--- src/rtl/alu_pkg.sv ---
// Shared ALU constants: datapath width, opcode encodings and small decode helpers.
package alu_pkg;

    localparam int WIDTH = 32;

    typedef logic [4:0] opcode_t;

    // Only SLL and SRA are implemented today; the rest are reserved for the full ALU.
    localparam opcode_t OP_ADD = 5'b00000;
    localparam opcode_t OP_SUB = 5'b00001;
    localparam opcode_t OP_AND = 5'b00010;
    localparam opcode_t OP_OR  = 5'b00011;
    localparam opcode_t OP_SLL = 5'b00100;
    localparam opcode_t OP_SRA = 5'b00101;

    function automatic logic is_shift_op(input opcode_t op);
        return (op == OP_SLL) || (op == OP_SRA);
    endfunction

endpackage

--- src/rtl/shift_stage_if.sv ---
// Request/response handshake bundle between the decode stage, shift_stage and the result mux.
interface shift_stage_if;
    import alu_pkg::*;

    logic             in_valid;
    logic             in_ready;
    logic [4:0]       ctrl_ALUopcode;
    logic [4:0]       ctrl_shiftamt;
    logic [WIDTH-1:0] data_operandA;
    logic             out_valid;
    logic             out_ready;
    logic [WIDTH-1:0] data_result;
    logic             out_illegal;
    logic [1:0]       occupancy;

    modport slave (
        input  in_valid, ctrl_ALUopcode, ctrl_shiftamt, data_operandA, out_ready,
        output in_ready, out_valid, data_result, out_illegal, occupancy
    );

    modport master (
        output in_valid, ctrl_ALUopcode, ctrl_shiftamt, data_operandA, out_ready,
        input  in_ready, out_valid, data_result, out_illegal, occupancy
    );

endinterface

--- src/rtl/barrel_shifter.sv ---
// Combinational 32-bit logarithmic barrel shifter: left zero-fill or arithmetic right.
module barrel_shifter
    import alu_pkg::*;
(
    output logic [WIDTH-1:0] out,
    input  logic [WIDTH-1:0] in,
    input  logic [4:0]       shiftamt,
    input  logic             left
);

    logic [WIDTH-1:0] w_stage [0:5];
    logic [WIDTH-1:0] w_sll   [0:4];
    logic [WIDTH-1:0] w_sra   [0:4];

    assign w_stage[0] = in;

    // Stage i conditionally shifts by 2**i; the right shift is kept in its own net so it stays signed.
    for (genvar i = 0; i < 5; i++) begin : g_stage
        localparam int SH = 32'sd1 << i;
        assign w_sll[i]       = w_stage[i] << SH;
        assign w_sra[i]       = $signed(w_stage[i]) >>> SH;
        assign w_stage[i + 1] = !shiftamt[i] ? w_stage[i] : (left ? w_sll[i] : w_sra[i]);
    end

    assign out = w_stage[5];

endmodule

--- src/rtl/shift_stage.sv ---
// Registered, flow-controlled SLL/SRA stage: input register S1 feeding a 2-entry result FIFO.
module shift_stage
    import alu_pkg::OP_SLL;
    import alu_pkg::is_shift_op;
#(
    parameter int WIDTH      = 32,
    parameter int FIFO_DEPTH = 2
) (
    input  logic clock,
    input  logic reset,
    input  logic flush,
    shift_stage_if.slave bus
);

    logic             r_s1_valid;
    logic [WIDTH-1:0] r_s1_operand;
    logic [4:0]       r_s1_amt;
    logic             r_s1_left;
    logic             r_s1_illegal;

    logic [WIDTH-1:0] r_fifo_data [0:1];
    logic             r_fifo_ill  [0:1];
    logic             r_wr_ptr;
    logic             r_rd_ptr;
    logic [1:0]       r_count;

    logic             w_out_valid;
    logic             w_pop;
    logic             w_has_room;
    logic             w_push;
    logic             w_in_ready;
    logic             w_accept;
    logic             w_op_legal;
    logic [WIDTH-1:0] w_shift_out;

    // Handshake decode; out_ready reaches in_ready combinationally so a full stage still streams.
    always_comb begin
        w_out_valid = (r_count != 2'd0);
        w_pop       = w_out_valid && bus.out_ready;
        w_has_room  = (r_count < 2'(FIFO_DEPTH)) || w_pop;
        w_push      = r_s1_valid && w_has_room;
        w_in_ready  = !r_s1_valid || w_has_room;
        w_accept    = bus.in_valid && w_in_ready;
        w_op_legal  = is_shift_op(bus.ctrl_ALUopcode);
    end

    barrel_shifter u_shifter (
        .out      (w_shift_out),
        .in       (r_s1_operand),
        .shiftamt (r_s1_amt),
        .left     (r_s1_left)
    );

    // S1 input register; an illegal opcode is captured as a zero-length shift.
    always_ff @(posedge clock or posedge reset) begin
        if (reset) begin
            r_s1_valid   <= 1'b0;
            r_s1_operand <= '0;
            r_s1_amt     <= 5'd0;
            r_s1_left    <= 1'b0;
            r_s1_illegal <= 1'b0;
        end else if (flush) begin
            r_s1_valid   <= 1'b0;
        end else if (w_accept) begin
            r_s1_valid   <= 1'b1;
            r_s1_operand <= bus.data_operandA;
            r_s1_amt     <= w_op_legal ? bus.ctrl_shiftamt : 5'd0;
            r_s1_left    <= (bus.ctrl_ALUopcode == OP_SLL);
            r_s1_illegal <= !w_op_legal;
        end else if (w_push) begin
            r_s1_valid   <= 1'b0;
        end else begin
            r_s1_valid   <= r_s1_valid;
        end
    end

    // FIFO pointers and occupancy; push and pop together leave the count unchanged.
    always_ff @(posedge clock or posedge reset) begin
        if (reset) begin
            r_wr_ptr <= 1'b0;
            r_rd_ptr <= 1'b0;
            r_count  <= 2'd0;
        end else if (flush) begin
            r_wr_ptr <= 1'b0;
            r_rd_ptr <= 1'b0;
            r_count  <= 2'd0;
        end else begin
            r_wr_ptr <= w_push ? ~r_wr_ptr : r_wr_ptr;
            r_rd_ptr <= w_pop  ? ~r_rd_ptr : r_rd_ptr;
            case ({w_push, w_pop})
                2'b10:   r_count <= r_count + 2'd1;
                2'b01:   r_count <= r_count - 2'd1;
                default: r_count <= r_count;
            endcase
        end
    end

    // FIFO storage; results land here from the shifter and are only ever read back from here.
    always_ff @(posedge clock or posedge reset) begin
        if (reset) begin
            for (int i = 0; i < 2; i++) begin
                r_fifo_data[i] <= '0;
                r_fifo_ill[i]  <= 1'b0;
            end
        end else if (w_push && !flush) begin
            r_fifo_data[r_wr_ptr] <= w_shift_out;
            r_fifo_ill[r_wr_ptr]  <= r_s1_illegal;
        end else begin
            r_fifo_data[r_wr_ptr] <= r_fifo_data[r_wr_ptr];
            r_fifo_ill[r_wr_ptr]  <= r_fifo_ill[r_wr_ptr];
        end
    end

    assign bus.in_ready    = w_in_ready;
    assign bus.out_valid   = w_out_valid;
    assign bus.data_result = r_fifo_data[r_rd_ptr];
    assign bus.out_illegal = r_fifo_ill[r_rd_ptr];
    assign bus.occupancy   = r_count;

endmodule

--- src/flat_wrapper.sv ---
// flat-port wrapper written by rule: the top's interface ports become plain ports
module shift_stage_flat import alu_pkg::OP_SLL; import alu_pkg::is_shift_op;
#(
    parameter int WIDTH      = 32,
    parameter int FIFO_DEPTH = 2
)
  (clock, reset, flush, bus_in_valid, bus_ctrl_ALUopcode, bus_ctrl_shiftamt, bus_data_operandA, bus_out_ready, bus_in_ready, bus_out_valid, bus_data_result, bus_out_illegal, bus_occupancy);
  shift_stage_if bus_i ();
  input  logic clock;
  input  logic reset;
  input  logic flush;
  input wire logic [$bits(bus_i.in_valid)-1:0] bus_in_valid;
  input wire logic [$bits(bus_i.ctrl_ALUopcode)-1:0] bus_ctrl_ALUopcode;
  input wire logic [$bits(bus_i.ctrl_shiftamt)-1:0] bus_ctrl_shiftamt;
  input wire logic [$bits(bus_i.data_operandA)-1:0] bus_data_operandA;
  input wire logic [$bits(bus_i.out_ready)-1:0] bus_out_ready;
  output wire logic [$bits(bus_i.in_ready)-1:0] bus_in_ready;
  output wire logic [$bits(bus_i.out_valid)-1:0] bus_out_valid;
  output wire logic [$bits(bus_i.data_result)-1:0] bus_data_result;
  output wire logic [$bits(bus_i.out_illegal)-1:0] bus_out_illegal;
  output wire logic [$bits(bus_i.occupancy)-1:0] bus_occupancy;
  assign bus_i.in_valid = bus_in_valid;
  assign bus_i.ctrl_ALUopcode = bus_ctrl_ALUopcode;
  assign bus_i.ctrl_shiftamt = bus_ctrl_shiftamt;
  assign bus_i.data_operandA = bus_data_operandA;
  assign bus_i.out_ready = bus_out_ready;
  assign bus_in_ready = bus_i.in_ready;
  assign bus_out_valid = bus_i.out_valid;
  assign bus_data_result = bus_i.data_result;
  assign bus_out_illegal = bus_i.out_illegal;
  assign bus_occupancy = bus_i.occupancy;
  shift_stage #(.WIDTH(WIDTH), .FIFO_DEPTH(FIFO_DEPTH)) u_core (.clock(clock), .reset(reset), .flush(flush), .bus(bus_i));
endmodule
--- config.mk ---
export PLATFORM = sky130hd
export DESIGN_NAME = shift_stage_flat
export DESIGN_NICKNAME = d
export VERILOG_FILES = /design/src/rtl/alu_pkg.sv /design/src/rtl/shift_stage_if.sv /design/src/rtl/barrel_shifter.sv /design/src/rtl/shift_stage.sv /design/src/flat_wrapper.sv
export SDC_FILE = /design/constraint.sdc
export NUM_CORES = 1
export LEC_CHECK = 0
export BUFFER_PORTS_ARGS = -buffer_cell sky130_fd_sc_hd__buf_2
export CAP_MARGIN = 20
export CORE_ASPECT_RATIO = 0.6
export CORE_UTILIZATION = 50
export DETAILED_ROUTE_END_ITERATION = 10
export PLACE_DENSITY = 0.69
export SLEW_MARGIN = 15
export SYNTH_ARGS = -nofsm -noshare
export SYNTH_HDL_FRONTEND = slang
export SYNTH_SLANG_ARGS = --single-unit
--- constraint.sdc ---
create_clock -name clock -period 4.62 [get_ports clock]
set_clock_uncertainty 0.15 [all_clocks]
set_input_delay 0.924 -clock clock [delete_from_list [all_inputs] [get_ports clock]]
set_output_delay 0.924 -clock clock [all_outputs]
set_load 0.1 [all_outputs]
# [Word level (Yosys, flattened, before mapping)]
# Index checks and enable logic that the tools add are counted.
[totals] regBits=110 input_bits=47 out_inout_bits=37
[op_classes] n_addsub=2 order_cmp=4 eq_ne=4 mux=42 n_bitwise=5 n_reduce_logical=17
[op_table] operator="2-to-1 mux 32 bit" count=17
[op_table] operator="bitwise mux 64 bit" count=2
[op_table] operator="2-to-1 mux 64 bit" count=1
[op_table] operator="demux 32 bit (select 1 bit)" count=1
[op_table] operator="2-to-1 mux 1 bit" count=14
[op_table] operator="== test 5 x 3 -> 1 bit, second input constant" count=2
[op_table] operator="nonzero test 2 bit" count=3
[op_table] operator="nonzero test 3 bit" count=2
[op_table] operator="logical AND 1 bit" count=5
[op_table] operator="2-to-1 mux 5 bit" count=1
[op_table] operator="bitwise mux 2 bit" count=2
[op_table] operator="greater-or-equal comparator 2 bit, second input constant" count=2
[op_table] operator="2-to-1 mux 2 bit" count=2
[op_table] operator="NOT 1 -> 2 bit" count=2
[op_table] operator="case mux 2 bit (2 select lines)" count=1
[op_table] operator="zero test 1 bit" count=3
[op_table] operator="logical OR 1 bit" count=3
[op_table] operator="NOT 1 bit" count=3
[op_table] operator="adder 2 x 1 -> 2 bit, second input constant" count=1
[op_table] operator="== test 2 x 1 -> 1 bit, second input constant" count=1
[op_table] operator="== test 2 bit, second input constant" count=1
[op_table] operator="< comparator 2 x 1 -> 1 bit, second input constant" count=1
[op_table] operator="< comparator 2 bit, second input constant" count=1
[op_table] operator="AND reduction 2 bit" count=1
[op_table] operator="2 further kinds" count=2

# [Longest topological paths before layout]
[depth] depth_word=12 depth_mapped=11 ltp_nobuf=6

# [Modules after synthesis]
# A second synthesis with hierarchy kept.
[hier_totals] cells_unflattened=869 area_unflattened_um2=8657.1
[by_module_without_submodules] mod="shift_stage" instances=1 cells_each=302 area_per_inst_um2=4760.8 seq_area_each_um2=2752.6
[by_module_without_submodules] mod="barrel_shifter" instances=1 cells_each=567 area_per_inst_um2=3896.2 seq_area_each_um2=0.0

# [Worst setup path before layout]
# No wires, ideal clock.
[synth_timing] path_type="register to register" start="reg u_core.r_count[1] (netlist: u_core.bus.occupancy[1])" end="reg u_core.r_s1_operand[0]" setup_time_ns=0.125 t_arrival_ns=3.506 t_required_ns=4.345 path_slack_ns=0.839 path_stages_with_launch=6 n_path_buf=2 period_less_slack_ns=3.781 path_cell_list="dfrtp_1 > nand3b_1 > nand3b_1 > buf_1 > clkbuf_1 > mux2_2"
[synth_between] elab_chain_cells=6 word_cells_on_any_way=7 classes_between="order compare: 1; reduce/logical: 6"
[synth_rtl] element="start, declared" line_no="shift_stage.sv:25" text="logic [1:0] r_count;"
[synth_rtl] element="start signal, assigned" line_no="shift_stage.sv:91" text="2'b10: r_count <= r_count + 2'd1;"
[synth_rtl] element="start signal, assigned" line_no="shift_stage.sv:92" text="2'b01: r_count <= r_count - 2'd1;"
[synth_rtl] element="start signal, assigned" line_no="shift_stage.sv:93" text="default: r_count <= r_count;"
[synth_rtl] element="branches (longest 2 deep; another with < comparator 2 bit)"
[synth_rtl] element="logical OR 1 bit *" line_no="shift_stage.sv:40" text="w_has_room = (r_count < 2'(FIFO_DEPTH)) || w_pop;"
[synth_rtl] element="logical OR 1 bit *" line_no="shift_stage.sv:42" text="w_in_ready = !r_s1_valid || w_has_room;"
[synth_rtl] element="named net bus_in_ready" line_no="flat_wrapper.sv:17" text="output wire logic [$bits(bus_i.in_ready)-1:0] bus_in_ready;"
[synth_rtl] element="logical AND 1 bit *" line_no="shift_stage.sv:43" text="w_accept = bus.in_valid && w_in_ready;"
[synth_rtl] element="AND reduction 2 bit (no line) *"
[synth_rtl] element="end signal, assigned" line_no="shift_stage.sv:66" text="r_s1_operand <= bus.data_operandA;"
[synth_rtl] element="end, declared" line_no="shift_stage.sv:16" text="logic [WIDTH-1:0] r_s1_operand;"
# Mark *: on every way through the listed nets, which the timed path passes.
# A chain may end at the register's enable or synchronous reset.

# [Worst setup path after layout]
[layout_timing] start="reg u_core.r_s1_left" end="reg u_core.r_fifo_data[6] (netlist bit)"
[layout_between] elab_chain_cells=12
[layout_rtl] element="start, declared" line_no="shift_stage.sv:18" text="logic r_s1_left;"
[layout_rtl] element="start signal, assigned" line_no="shift_stage.sv:68" text="r_s1_left <= (bus.ctrl_ALUopcode == OP_SLL);"
[layout_rtl] element="2-to-1 mux 32 bit (9 in series)" line_no="barrel_shifter.sv:22" text="assign w_stage[i + 1] = !shiftamt[i] ? w_stage[i] : (left ? w_sll[i] : w_sra[i]);"
[layout_rtl] element="2-to-1 mux 32 bit *" line_no="barrel_shifter.sv:22"
[layout_rtl] element="bitwise mux 64 bit *" line_no="shift_stage.sv:106" text="r_fifo_data[r_wr_ptr] <= w_shift_out;"
[layout_rtl] element="2-to-1 mux 64 bit *" line_no="shift_stage.sv:105" text="end else if (w_push && !flush) begin"
[layout_rtl] element="end signal, assigned by index" line_no="shift_stage.sv:106"
[layout_rtl] element="end signal, assigned by index" line_no="shift_stage.sv:109" text="r_fifo_data[r_wr_ptr] <= r_fifo_data[r_wr_ptr];"
[layout_rtl] element="end, declared" line_no="shift_stage.sv:21" text="logic [WIDTH-1:0] r_fifo_data [0:1];"
# Mark *: on every way between the ends. The rest lies on a longest branch, timed or not.

==> results.sh <==
export IMPL_min_path_type="flip-flop to flip-flop"
export IMPL_die_w_um=173.1
export IMPL_max_slew_margin=0.2547
export IMPL_worstPathCellList="mux2i_1 -> a211oi_1 -> nor3_1 -> a311oi_1 -> o221ai_1 -> a31oi_1"
export IMPL_final_cell_mix="dfrtp_1, nand2_1, nor2_1, mux2_2, buf_2"
export IMPL_ir_drop_mv=0.3661
export IMPL_wl_per_cell_um=24.29
export IMPL_power_density_mw_per_mm2=433.3
export IMPL_r2r_cells=6
export IMPL_gp_congestion=1.093
export IMPL_leakage_nw=3.676
export IMPL_vias=8771
export IMPL_synth_warnings=0
export IMPL_antenna_found_initial=0
export IMPL_cts_root_buf="clkbuf_16"
export IMPL_cp_max_fo=74
export IMPL_multi_input_area_mm2=0.005505
export IMPL_power_mw=4.170
export IMPL_dp_hpwl_mm=23.14
export IMPL_area_sequential_mm2=0.002759
export IMPL_worstSetupPathType="flip-flop to flip-flop"
export IMPL_fin_cells=1288
export IMPL_diodes=0
export IMPL_area_delta_synth_final_pct=9.543
export IMPL_core_area_mm2=0.01718
export IMPL_clk_pin_slew_worst_paths_ns=0.08
export IMPL_syn_nets=1065
export IMPL_io_pin_count=84
export IMPL_dp_cells=1272
export IMPL_max_stage_delay_ns=1.09
export IMPL_cts_tree="yes"
export IMPL_synthCells=1018
export IMPL_async_reset_ff_frac=1.000
export IMPL_postPlaceCellArea_mm2=0.009305
export IMPL_hold_buffers=0
export IMPL_setup_viol=0
export IMPL_endpoint_kind="flip-flop"
export IMPL_max_freq_mhz=256.3
export IMPL_grt_max_degree=75
export IMPL_routed_via_density=6.810
export IMPL_tightest_slew_ns=1.111
export IMPL_cts_setup_buffers=0
export IMPL_crit_path_start_kind="flip-flop"
export IMPL_final_common_cell="dfrtp_1"
export IMPL_final_max_slew_viol_count=0
export IMPL_synth_cell_types=68
export IMPL_finalSetupTns_ns=0
export IMPL_utilization=0.5603
export IMPL_ys_ff_latch=110
export IMPL_ctsResizeCount=0
export IMPL_maxCapViolations=0
export IMPL_hold_slack_ns=0.3281
export IMPL_dr_pass1_iters=7
export IMPL_syn_area_mm2=0.008785
export IMPL_timing_final_crit_share=0.8444
export IMPL_cts_sinks=110
export IMPL_path_buf_inv=0
export IMPL_synth_avg_cell_area_um2=8.629
export IMPL_fillers=1601
export IMPL_finalHoldViolations=0
export IMPL_drc=0
export IMPL_seq_area_frac_synth=0.3133
export IMPL_wl_mm=31.29
export IMPL_layout_nets=1096
export IMPL_clockBufferDepth=2
export IMPL_antenna_left=0
export IMPL_dieArea_mm2=0.01812
export IMPL_slowest_stage="dfrtp_4"
export IMPL_first_global_vias=8072
export IMPL_cts_htree_levels=3
export IMPL_overflow=0
export IMPL_pre_cts_ws_ns=1.017
export IMPL_status="complete, no violations"
export IMPL_drtIter0Drc=1435
export IMPL_cp_arrival_ns=4.03
export IMPL_clk_latency_ns=0.37
export IMPL_die_y_um=104.7
export IMPL_numPortBuffers=83
export IMPL_holdPathStages=2
export IMPL_critical_path_top_delay_family="compound AO/OA/AOI/OAI gates"
export IMPL_rsz0062_at_grt="no"
export IMPL_layout_cell_area_non_filler_mm2=0.009623
export IMPL_synth_edf_count=0
export IMPL_setup_ws_ns=0.7190
export IMPL_rows=37
export IMPL_grt_use_total=0.3520
export IMPL_crit_cells=6
export IMPL_finalCriticalPeriod_ns=3.901
export IMPL_numCtsBuffers=9
export IMPL_layout_drive_gt1_share=0.2467
export IMPL_ys_flop_type="dfrtp_1"
export IMPL_start_util=0.5115
export IMPL_required_ns=4.75
export IMPL_grt_pass1_wl_mm=49.08
==> flip-flops by register name, summed over array words and instances (netlist names) <==
signal,flops
u_core.r_s1_left,1
u_core.r_s1_illegal,1
u_core.r_wr_ptr,1
u_core.r_fifo_data,64
u_core.r_rd_ptr,1
u_core.bus.occupancy,2
u_core.r_fifo_ill,2
u_core.r_s1_operand,32
u_core.r_s1_valid,1
u_core.r_s1_amt,5
==> power by group <==
group	total [mW]	switching [mW]	leakage (nW)	internal, mW
Combinational	1.87	1.33	2.19	0.537
Clock	0.854	0.394	0.157	0.460
Sequential	1.45	0.248	1.33	1.20
Total	4.17	1.97	3.68	2.20
==> worst register-to-register path, cell delays in order (launching register included) <==
cell,delay (ns)
dfrtp_4,1.09
mux2i_1,0.25
a211oi_1,0.89
nor3_1,0.12
a311oi_1,0.71
o221ai_1,0.37
a31oi_1,0.25
==> synthesized netlist by cell type (25+ instances only) <==
| cell type | number | area share |
|---|---|---|
| a211oi_1 | 34 | 0.029 |
| mux2i_1 | 64 | 0.073 |
| nor3_1 | 31 | 0.018 |
| mux2_2 | 86 | 0.11 |
| o22ai_1 | 25 | 0.018 |
| nand2_1 | 102 | 0.044 |
| o21ai_0 | 64 | 0.036 |
| clkbuf_1 | 60 | 0.026 |
| dfrtp_1 | 110 | 0.31 |
| nor2_1 | 101 | 0.043 |
| a31oi_1 | 26 | 0.019 |
| a21oi_1 | 53 | 0.030 |
==> per-layer routing <==
metal / up-vias / share of wire / track usage
li1: 3891 / - / -
met1: 4220 / 0.46 / 0.5404
met2: 599 / 0.39 / 0.4579
met3: 59 / 0.13 / 0.1317
met4: 2 / 0.015 / 0.06890
met5: - / 0.0015 / 0
==> logic make-up after synthesis <==
logic type                synth area share
AOI/OAI and AO/OA                   0.2418
and+or+nand+nor                     0.1541
muxes                               0.2276
buffers and inverters              0.06110
DFF                                 0.3133
xor gates and xnor gates          0.001994
==> worst paths after layout <==
check / startpoint / to / slack [ns]
setup reg to reg: u_core.r_s1_left / u_core.r_fifo_data[6] / 0.72
hold / removal: u_core.r_fifo_data[18] / u_core.r_fifo_data[18] / 0.33
setup / recovery: u_core.r_s1_left / u_core.r_fifo_data[6] / 0.72
min in group asynchronous: reset / u_core.r_s1_operand[27] / 0.59
hold reg to reg: u_core.r_fifo_data[18] / u_core.r_fifo_data[18] / 0.33
max in group asynchronous: reset / u_core.r_s1_operand[1] / 2.89
==> final cells by class <==
| cell class | instances | share of cell area |
|---|---|---|
| flip-flops and latches | 110 | 0.2867 |
| repair buffers | 118 | 0.07047 |
| clock inverters | 4 | 0.006371 |
| inverters | 18 | 0.007281 |
| multi-input cells | 792 | 0.5721 |
| well taps | 234 | 0.03043 |
| clock buffers | 12 | 0.02665 |
Power figures use the tool's default switching activity.
